===== src/rtl/nrisc_pkg.sv =====
// Shared encodings for the NRISC control unit: opcodes, ALU codes, state
// enum, mux selects and a small instruction classifier used by the FSM.
package nrisc_pkg;

  // Major opcodes (instr[15:12])
  localparam logic [3:0] OP_SYS = 4'h0;
  localparam logic [3:0] OP_LI  = 4'h1;
  localparam logic [3:0] OP_LW  = 4'h2;
  localparam logic [3:0] OP_SW  = 4'h3;
  localparam logic [3:0] OP_JMP = 4'h4;
  localparam logic [3:0] OP_JZ  = 4'h5;
  localparam logic [3:0] OP_JC  = 4'h6;
  localparam logic [3:0] OP_JM  = 4'h7;
  localparam logic [3:0] OP_ADD = 4'h8;
  localparam logic [3:0] OP_XOR = 4'hC;
  localparam logic [3:0] OP_D   = 4'hD;
  localparam logic [3:0] OP_E   = 4'hE;
  localparam logic [3:0] OP_F   = 4'hF;

  // System sub-ops (instr[11:8])
  localparam logic [3:0] SYS_NOP   = 4'h0;
  localparam logic [3:0] SYS_HALT  = 4'h1;
  localparam logic [3:0] SYS_WAIT  = 4'h2;
  localparam logic [3:0] SYS_SLEEP = 4'h3;
  localparam logic [3:0] SYS_CALL  = 4'h4;
  localparam logic [3:0] SYS_RET   = 4'h5;
  localparam logic [3:0] SYS_RETI  = 4'h6;
  localparam logic [3:0] SYS_EI    = 4'h7;
  localparam logic [3:0] SYS_DI    = 4'h8;

  // F-group sub-ops (instr[3:0])
  localparam logic [3:0] FN_NOT = 4'h0;
  localparam logic [3:0] FN_TWC = 4'h1;
  localparam logic [3:0] FN_INC = 4'h2;
  localparam logic [3:0] FN_DEC = 4'h3;

  // ALU function codes
  localparam logic [3:0] ALU_ADD = 4'h0;
  localparam logic [3:0] ALU_SUB = 4'h1;
  localparam logic [3:0] ALU_AND = 4'h2;
  localparam logic [3:0] ALU_NOT = 4'h7;

  localparam logic [1:0] PC_NEXT  = 2'd0;
  localparam logic [1:0] PC_ALU   = 2'd1;
  localparam logic [1:0] PC_STACK = 2'd2;
  localparam logic [1:0] PC_IRQ   = 2'd3;

  localparam logic [1:0] WB_ALU = 2'd0;
  localparam logic [1:0] WB_IMM = 2'd1;
  localparam logic [1:0] WB_MEM = 2'd2;

  localparam logic [1:0] STK_NONE = 2'b00;
  localparam logic [1:0] STK_PUSH = 2'b01;
  localparam logic [1:0] STK_POP  = 2'b10;

  localparam logic [15:0] IRQ_VECTOR = 16'h0010;

  typedef enum logic [2:0] {
    S_EXEC  = 3'd0,
    S_MEM   = 3'd1,
    S_TWC   = 3'd2,
    S_WAIT  = 3'd3,
    S_SLEEP = 3'd4,
    S_HALT  = 3'd5
  } state_e;

  // Instruction classes; everything the FSM needs to know about an opcode
  typedef enum logic [3:0] {
    C_NOP, C_ALU, C_LI, C_LW, C_SW, C_JMP, C_JCOND, C_TWC,
    C_HALT, C_WAIT, C_SLEEP, C_CALL, C_RET, C_RETI, C_EI, C_DI
  } cls_e;

  function automatic cls_e classify(logic [15:0] i);
    cls_e c;
    c = C_NOP;
    case (i[15:12])
      OP_SYS: begin
        case (i[11:8])
          SYS_HALT:  c = C_HALT;
          SYS_WAIT:  c = C_WAIT;
          SYS_SLEEP: c = C_SLEEP;
          SYS_CALL:  c = C_CALL;
          SYS_RET:   c = C_RET;
          SYS_RETI:  c = C_RETI;
          SYS_EI:    c = C_EI;
          SYS_DI:    c = C_DI;
          default:   c = C_NOP;
        endcase
      end
      OP_LI:                c = C_LI;
      OP_LW:                c = C_LW;
      OP_SW:                c = C_SW;
      OP_JMP:               c = C_JMP;
      OP_JZ, OP_JC, OP_JM:  c = C_JCOND;
      OP_F: begin
        case (i[3:0])
          FN_NOT, FN_INC, FN_DEC: c = C_ALU;
          FN_TWC:                 c = C_TWC;
          default:                c = C_NOP;
        endcase
      end
      default:              c = C_ALU;  // 8..E
    endcase
    return c;
  endfunction

  // ALU function for single-cycle ALU-class instructions
  function automatic logic [3:0] alu_code(logic [15:0] i);
    logic [3:0] code;
    case (i[15:12])
      OP_D: code = {i[0], 3'h5};
      OP_E: code = {i[0], 3'h6};
      OP_F: begin
        case (i[3:0])
          FN_INC:  code = ALU_ADD;
          FN_DEC:  code = ALU_SUB;
          default: code = ALU_NOT;
        endcase
      end
      default: code = i[15:12] - OP_ADD;
    endcase
    return code;
  endfunction

  // Conditional branch test: JZ flag[1], JC flag[2], JM flag[0]
  function automatic logic jump_taken(logic [15:0] i, logic [2:0] f);
    logic t;
    case (i[15:12])
      OP_JZ:   t = f[1];
      OP_JC:   t = f[2];
      OP_JM:   t = f[0];
      default: t = 1'b0;
    endcase
    return t;
  endfunction

endpackage


===== src/rtl/nrisc_sp_counter.sv =====
// Call-stack depth counter; reports full/empty so the control unit can
// suppress pushes and pops that would run off either end.
module nrisc_sp_counter #(
  parameter int STACK_DEPTH = 8,
  parameter int SP_W = $clog2(STACK_DEPTH + 1)
) (
  input  logic clk,
  input  logic rst,
  input  logic push,
  input  logic pop,
  output logic full,
  output logic empty
);

  logic [SP_W-1:0] sp;

  assign full  = (sp == SP_W'(STACK_DEPTH));
  assign empty = (sp == '0);

  // Depth tracking; push and pop never arrive together
  always_ff @(posedge clk) begin
    if (rst) begin
      sp <= '0;
    end else if (push && !full) begin
      sp <= sp + 1'b1;
    end else if (pop && !empty) begin
      sp <= sp - 1'b1;
    end
  end

endmodule


===== src/rtl/nrisc_ctrl_unit.sv =====
// Multi-cycle control unit for the NRISC 16-bit core. Registered state is
// limited to the FSM state, ie, stack depth and the sticky stack errors;
// every other output is decoded combinationally and held at 0 during rst.
//
// Memory handshake: the unit raises mem_req in S_MEM and holds it, with
// address and write data steady, until it sees mem_ready=1 on a rising
// edge; that cycle completes the access and mem_ready is ignored elsewhere.
module nrisc_ctrl_unit
  import nrisc_pkg::*;
#(
  parameter int STACK_DEPTH = 8,
  parameter int SP_W = $clog2(STACK_DEPTH + 1)
) (
  input  logic        clk,
  input  logic        rst,
  input  logic [15:0] instr,
  input  logic        instr_valid,
  input  logic [2:0]  alu_flags,
  input  logic        irq,
  input  logic        wake,
  input  logic        mem_ready,
  output logic [3:0]  alu_op,
  output logic        alu_incdec,
  output logic [3:0]  rd,
  output logic [3:0]  rf1,
  output logic [3:0]  rf2,
  output logic        reg_we,
  output logic [1:0]  wb_sel,
  output logic        mem_addr_le,
  output logic        mem_req,
  output logic        mem_we,
  output logic [1:0]  pc_sel,
  output logic        pc_en,
  output logic [1:0]  stack_op,
  output logic        stack_ovf,
  output logic        stack_unf,
  output logic        ie,
  output logic [2:0]  state
);

  state_e state_q, state_d;
  logic   ie_q, ie_d, ovf_q, unf_q;
  logic   full, empty;
  cls_e   cls;
  logic   take_irq, exec_go, push_req, pop_req, ovf_hit, unf_hit;

  assign cls = classify(instr);

  // An interrupt replaces the instruction in S_EXEC and is also the exit
  // path from S_WAIT / S_SLEEP; it is never taken while instr is stalled.
  assign take_irq = ie_q && irq &&
                    ((state_q == S_EXEC && instr_valid) ||
                     state_q == S_WAIT || state_q == S_SLEEP);
  assign exec_go  = (state_q == S_EXEC) && instr_valid && !take_irq;
  assign push_req = take_irq || (exec_go && cls == C_CALL);
  assign pop_req  = exec_go && (cls == C_RET || cls == C_RETI);
  assign ovf_hit  = push_req && full;
  assign unf_hit  = pop_req && empty;

  nrisc_sp_counter #(
    .STACK_DEPTH(STACK_DEPTH),
    .SP_W       (SP_W)
  ) u_sp (
    .clk  (clk),
    .rst  (rst),
    .push (stack_op == STK_PUSH),
    .pop  (stack_op == STK_POP),
    .full (full),
    .empty(empty)
  );

  // State register plus ie and sticky stack error flags
  always_ff @(posedge clk) begin
    if (rst) begin
      state_q <= S_EXEC;
      ie_q    <= 1'b0;
      ovf_q   <= 1'b0;
      unf_q   <= 1'b0;
    end else begin
      state_q <= state_d;
      ie_q    <= ie_d;
      ovf_q   <= ovf_q | ovf_hit;
      unf_q   <= unf_q | unf_hit;
    end
  end

  // Next state and next interrupt-enable
  always_comb begin
    state_d = state_q;
    ie_d    = ie_q;
    if (take_irq) ie_d = 1'b0;
    case (state_q)
      S_EXEC: begin
        if (ovf_hit || unf_hit) begin
          state_d = S_HALT;
        end else if (exec_go) begin
          case (cls)
            C_LW, C_SW: state_d = S_MEM;
            C_TWC:      state_d = S_TWC;
            C_HALT:     state_d = S_HALT;
            C_WAIT:     state_d = S_WAIT;
            C_SLEEP:    state_d = S_SLEEP;
            C_RETI:     ie_d = 1'b1;
            C_EI:       ie_d = 1'b1;
            C_DI:       ie_d = 1'b0;
            default:    ;
          endcase
        end
      end
      S_MEM:   if (mem_ready) state_d = S_EXEC;
      S_TWC:   state_d = S_EXEC;
      S_WAIT:  begin
        if (ovf_hit) state_d = S_HALT;
        else if (take_irq || wake) state_d = S_EXEC;
      end
      S_SLEEP: begin
        if (ovf_hit) state_d = S_HALT;
        else if (irq) state_d = S_EXEC;
      end
      S_HALT:  state_d = S_HALT;
      default: state_d = S_EXEC;
    endcase
  end

  // Output decode from state, instr, flags and stack depth
  always_comb begin
    alu_op      = ALU_ADD;
    alu_incdec  = 1'b0;
    rd          = '0;
    rf1         = '0;
    rf2         = '0;
    reg_we      = 1'b0;
    wb_sel      = WB_ALU;
    mem_addr_le = 1'b0;
    mem_req     = 1'b0;
    mem_we      = 1'b0;
    pc_sel      = PC_NEXT;
    pc_en       = 1'b0;
    stack_op    = STK_NONE;
    stack_ovf   = 1'b0;
    stack_unf   = 1'b0;
    ie          = 1'b0;
    state       = '0;
    if (!rst) begin
      rd        = instr[11:8];
      rf1       = instr[7:4];
      rf2       = instr[3:0];
      stack_ovf = ovf_q;
      stack_unf = unf_q;
      ie        = ie_q;
      state     = state_q;
      if (take_irq) begin
        pc_sel = PC_IRQ;
        if (!full) begin
          stack_op = STK_PUSH;
          pc_en    = 1'b1;
        end
      end else begin
        case (state_q)
          S_EXEC: begin
            if (instr_valid) begin
              case (cls)
                C_ALU: begin
                  alu_op     = alu_code(instr);
                  alu_incdec = (instr[15:12] == OP_F) &&
                               (instr[3:0] == FN_INC || instr[3:0] == FN_DEC);
                  reg_we     = 1'b1;
                  pc_en      = 1'b1;
                end
                C_LI: begin
                  reg_we = 1'b1;
                  wb_sel = WB_IMM;
                  pc_en  = 1'b1;
                end
                C_LW, C_SW: mem_addr_le = 1'b1;
                C_JMP: begin
                  pc_sel = PC_ALU;
                  pc_en  = 1'b1;
                end
                C_JCOND: begin
                  if (jump_taken(instr, alu_flags)) pc_sel = PC_ALU;
                  pc_en = 1'b1;
                end
                // First half of TWC: rd <= ~rf1, PC held
                C_TWC: begin
                  alu_op = ALU_NOT;
                  reg_we = 1'b1;
                end
                C_CALL: begin
                  pc_sel = PC_ALU;
                  if (!full) begin
                    stack_op = STK_PUSH;
                    pc_en    = 1'b1;
                  end
                end
                C_RET, C_RETI: begin
                  pc_sel = PC_STACK;
                  if (!empty) begin
                    stack_op = STK_POP;
                    pc_en    = 1'b1;
                  end
                end
                default: pc_en = 1'b1;
              endcase
            end
          end
          S_MEM: begin
            mem_req = 1'b1;
            // Stores route rd through the ALU (rd AND rd) as write data
            if (cls == C_SW) begin
              rf1    = instr[11:8];
              rf2    = instr[11:8];
              alu_op = ALU_AND;
              mem_we = 1'b1;
            end
            if (mem_ready) begin
              pc_en = 1'b1;
              if (cls == C_LW) begin
                reg_we = 1'b1;
                wb_sel = WB_MEM;
              end
            end
          end
          // Second half of TWC: rd <= rd + 1
          S_TWC: begin
            alu_incdec = 1'b1;
            rf1        = instr[11:8];
            reg_we     = 1'b1;
            pc_en      = 1'b1;
          end
          default: ;
        endcase
      end
    end
  end

endmodule


===== config.mk =====
export PLATFORM = sky130hd
export DESIGN_NAME = nrisc_ctrl_unit
export DESIGN_NICKNAME = d
export VERILOG_FILES = /design/src/rtl/nrisc_pkg.sv /design/src/rtl/nrisc_sp_counter.sv /design/src/rtl/nrisc_ctrl_unit.sv
export SDC_FILE = /design/constraint.sdc
export NUM_CORES = 1
export LEC_CHECK = 0
export BUFFER_PORTS_ARGS = -buffer_cell sky130_fd_sc_hd__buf_2
export CAP_MARGIN = 5
export CORE_ASPECT_RATIO = 0.5
export CORE_MARGIN = 10
export CORE_UTILIZATION = 30
export CTS_BUF_LIST = sky130_fd_sc_hd__clkbuf_4
export CTS_CLUSTER_SIZE = 24
export DETAILED_ROUTE_END_ITERATION = 10
export GPL_ROUTABILITY_DRIVEN = 0
export PLACE_DENSITY_LB_ADDON = 0.2
export SYNTH_ARGS = -nofsm -noshare
export SYNTH_HDL_FRONTEND = slang
export SYNTH_SLANG_ARGS = --single-unit

===== constraint.sdc =====
create_clock -name clk -period 6.6 [get_ports clk]
set_clock_uncertainty 0.2 [all_clocks]
set_input_delay 0.99 -clock clk [delete_from_list [all_inputs] [get_ports clk]]
set_output_delay 0.99 -clock clk [all_outputs]
set_load 0.03 [all_outputs]

==> run_results.csv <==
group,metric,value,unit
pwr,power,0.186,mW
worst_setup_path,cp.arrival,3.77,ns
worst_setup_path,setup.worst_path.start_class,"input pin",
synth,synth_top_area_share,11.4,%
route,drc,0,
synth,synth_ff_type,"dfxtp_1",
flow_run,maxCapViolCount,0,
placed_design,dp.cells,372,
pwr,vdd_ir_drop_max,40.4,µV
global_route,grt_max_degree,37,
route,drt_iter0_drc,146,
sta,whs,0.268,ns
cts,worstSkewPairLatency,0.26,ns
cts,postCtsSetupBuffers,0,
synth,yosysMostFrequentCell,"nor2_1",
sta,rsz0062_at_grt,"false",
layout,area_delta_synth_final,17.6,%
worst_setup_path,worstSetupPathType,"input pin to primary output",
synth,ys_seq_elements,10,
placed_design,dpl.hpwl,5000,µm
route,viasPerCell,5.60,
route,wl_per_cell,16.7,µm
sta,setup_ws,1.64,ns
cts,cts_buffers,3,
cts,ctsRootBufferMaster,"clkbuf_4",
worst_setup_path,setup.worst_path.end_class,"primary output",
pwr,cellLeakagePower,0.914,nW
floorplanning,num_io_pins,59,
global_route,grt_pass1_vias,1992,
layout,instances_no_fill,375,
layout,num_antenna_cells,0,
cts,cts_resized,0,
route,totalWireLength,6260,µm
floorplanning,die_h,74.2,µm
global_route,overflow,0,
sta,max_freq,0.202,GHz
synth,netlist_area,1760,µm²
global_route,antenna_found_initial,0,
sta,min_period,4.96,ns
worst_setup_path,cp_max_fo,11,
synth,yosysSeqAreaShare,11.4,%
cts,h-tree-depth,1,
layout,drive_gt1_share,24.5,%
floorplanning,die_area,9520,µm²
sta,max_slew_margin,47.7,%
cts,cts_tree,"yes",
cts,cts.path.max_buffers,2,
layout,layout.nets,335,
floorplanning,placement_rows,19,
sta,maxSlewViolCount,0,
cts,clk_pin_slew,0.06,ns
placed_design,pre_cts_ws,1.52,ns
pwr,powerDensity,89.7,nW/µm²
placed_design,io_buffers,58,
route,vias,2101,
global_route,grt_pass1_wl,10300,µm
worst_setup_path,cp_data_required_time,5.41,ns
sta,hold_viol,0,
synth,synth_area_leaders,"dfxtp_1 (11%), nor2_1 (7.2%), nand2_1 (5.3%)",
floorplanning,floorplan.initialDensity,31.5,%
synth,netlist_instances,259,
synth,synth-edff-count,0,
route,ant_nets,0,
sta,final-setup-viol-count,0,
layout,post-route-util,37.0,%
synth,postSynthNetCount,290,
sta,worstMarginPinSlew,0.780,ns
floorplanning,chipWidth,128,µm
worst_hold_path,min_path_type,"flip-flop to flip-flop",
synth,synth.distinct_cells,68,
synth,yosys_warnings,0,
sta,period_share,75.1,%
global_route,grt_use_total,12.8,%
layout,num-fill-cells,601,
cts,cts_sinks,10,
synth,avgSynthCellArea,6.80,µm²
synth,yosys.area.top_type,"dfxtp_1",
cts,cts_hold_buf,0,
floorplanning,core-area,5590,µm²
synth,async_reset_ff_share,0,%
route,drt_pass1_iterations,4,
placed_design,postPlaceCellArea,2050,µm²
status,status,"finished clean",
sta,fin_tns_setup,0,ns
layout,final_area,2070,µm²
synth,synth_commonest_cells,"nor2_1 (34), nand2_1 (25), a21oi_1 (18)",
## area by class of cell
type,instances,area [µm²],area share [%]
Tap cell,73,91.3,4.41
Sequential cell,10,200,9.67
Inverter,10,37.5,1.81
Timing Repair Buffer,58,290,14.0
Clock buffer,3,22.5,1.09
Multi-Input combinational cell,221,1430,69.0
## metal layers
layer / global-route usage [%] / up-vias / part of all wire, %
li1: - / 1048 / -
met1: 17.7 / 993 / 49
met2: 20.3 / 58 / 44
met3: 2.55 / 2 / 6.7
met4: 2.23 / 0 / 0.26
met5: 0 / - / 0
## layout by cell type, fill, tap and decap left out, types with 7 or more instances in the layout
| master | count |
|---|---|
| inv_1 | 9 |
| nor3_1 | 14 |
| buf_2 | 58 |
| nand2_1 | 25 |
| nor2_1 | 34 |
| o21ai_0 | 11 |
| nand3_1 | 7 |
| a21oi_1 | 18 |
| dfxtp_1 | 10 |
| nor2b_1 | 9 |
## cells by family after synthesis
family | count (synthesis) | share of synthesized area, %
and+or+nand+nor | 126 | 37.5
AOI/OAI and AO/OA | 77 | 32.6
buffers and inverters | 28 | 7.53
DFF | 10 | 11.4
xor gates and xnor gates | 7 | 3.48
adders and majority gates | 6 | 4.69
muxes | 5 | 2.84
## worst max-delay path, stage by stage
cell      delay [ns]
buf_2           0.19
nor4bb_1        0.54
nand4b_1        0.45
o211a_1         0.41
nor4_2          0.55
nor3_1          0.11
o21ai_0         0.20
a21oi_1         0.11
buf_2           0.22
## flip-flops by register name, summed over array words and instances, names as in the netlist
register / count
ie_q: 1
ovf_q: 1
state_q: 3
u_sp.sp: 4
unf_q: 1
## path summary, 6_finish.rpt
kind / end / start / cells past startpoint / slack, ns
max: pc_en / instr[15] / 9 / 1.64
min: ovf_q / ovf_q / 1 / 0.27
max reg2reg: u_sp.sp[3] / state_q[2] / 13 / 2.79
min reg2reg: ovf_q / ovf_q / 1 / 0.27
## power by group
part | switching (mW) | internal, mW | leakage, nW | total, mW
Clock | 0.0202 | 0.0210 | 0.0138 | 0.0412
Combinational | 0.0562 | 0.0268 | 0.820 | 0.0830
Sequential | 0.000790 | 0.0606 | 0.0806 | 0.0614
(Power assumes the default switching activity.)
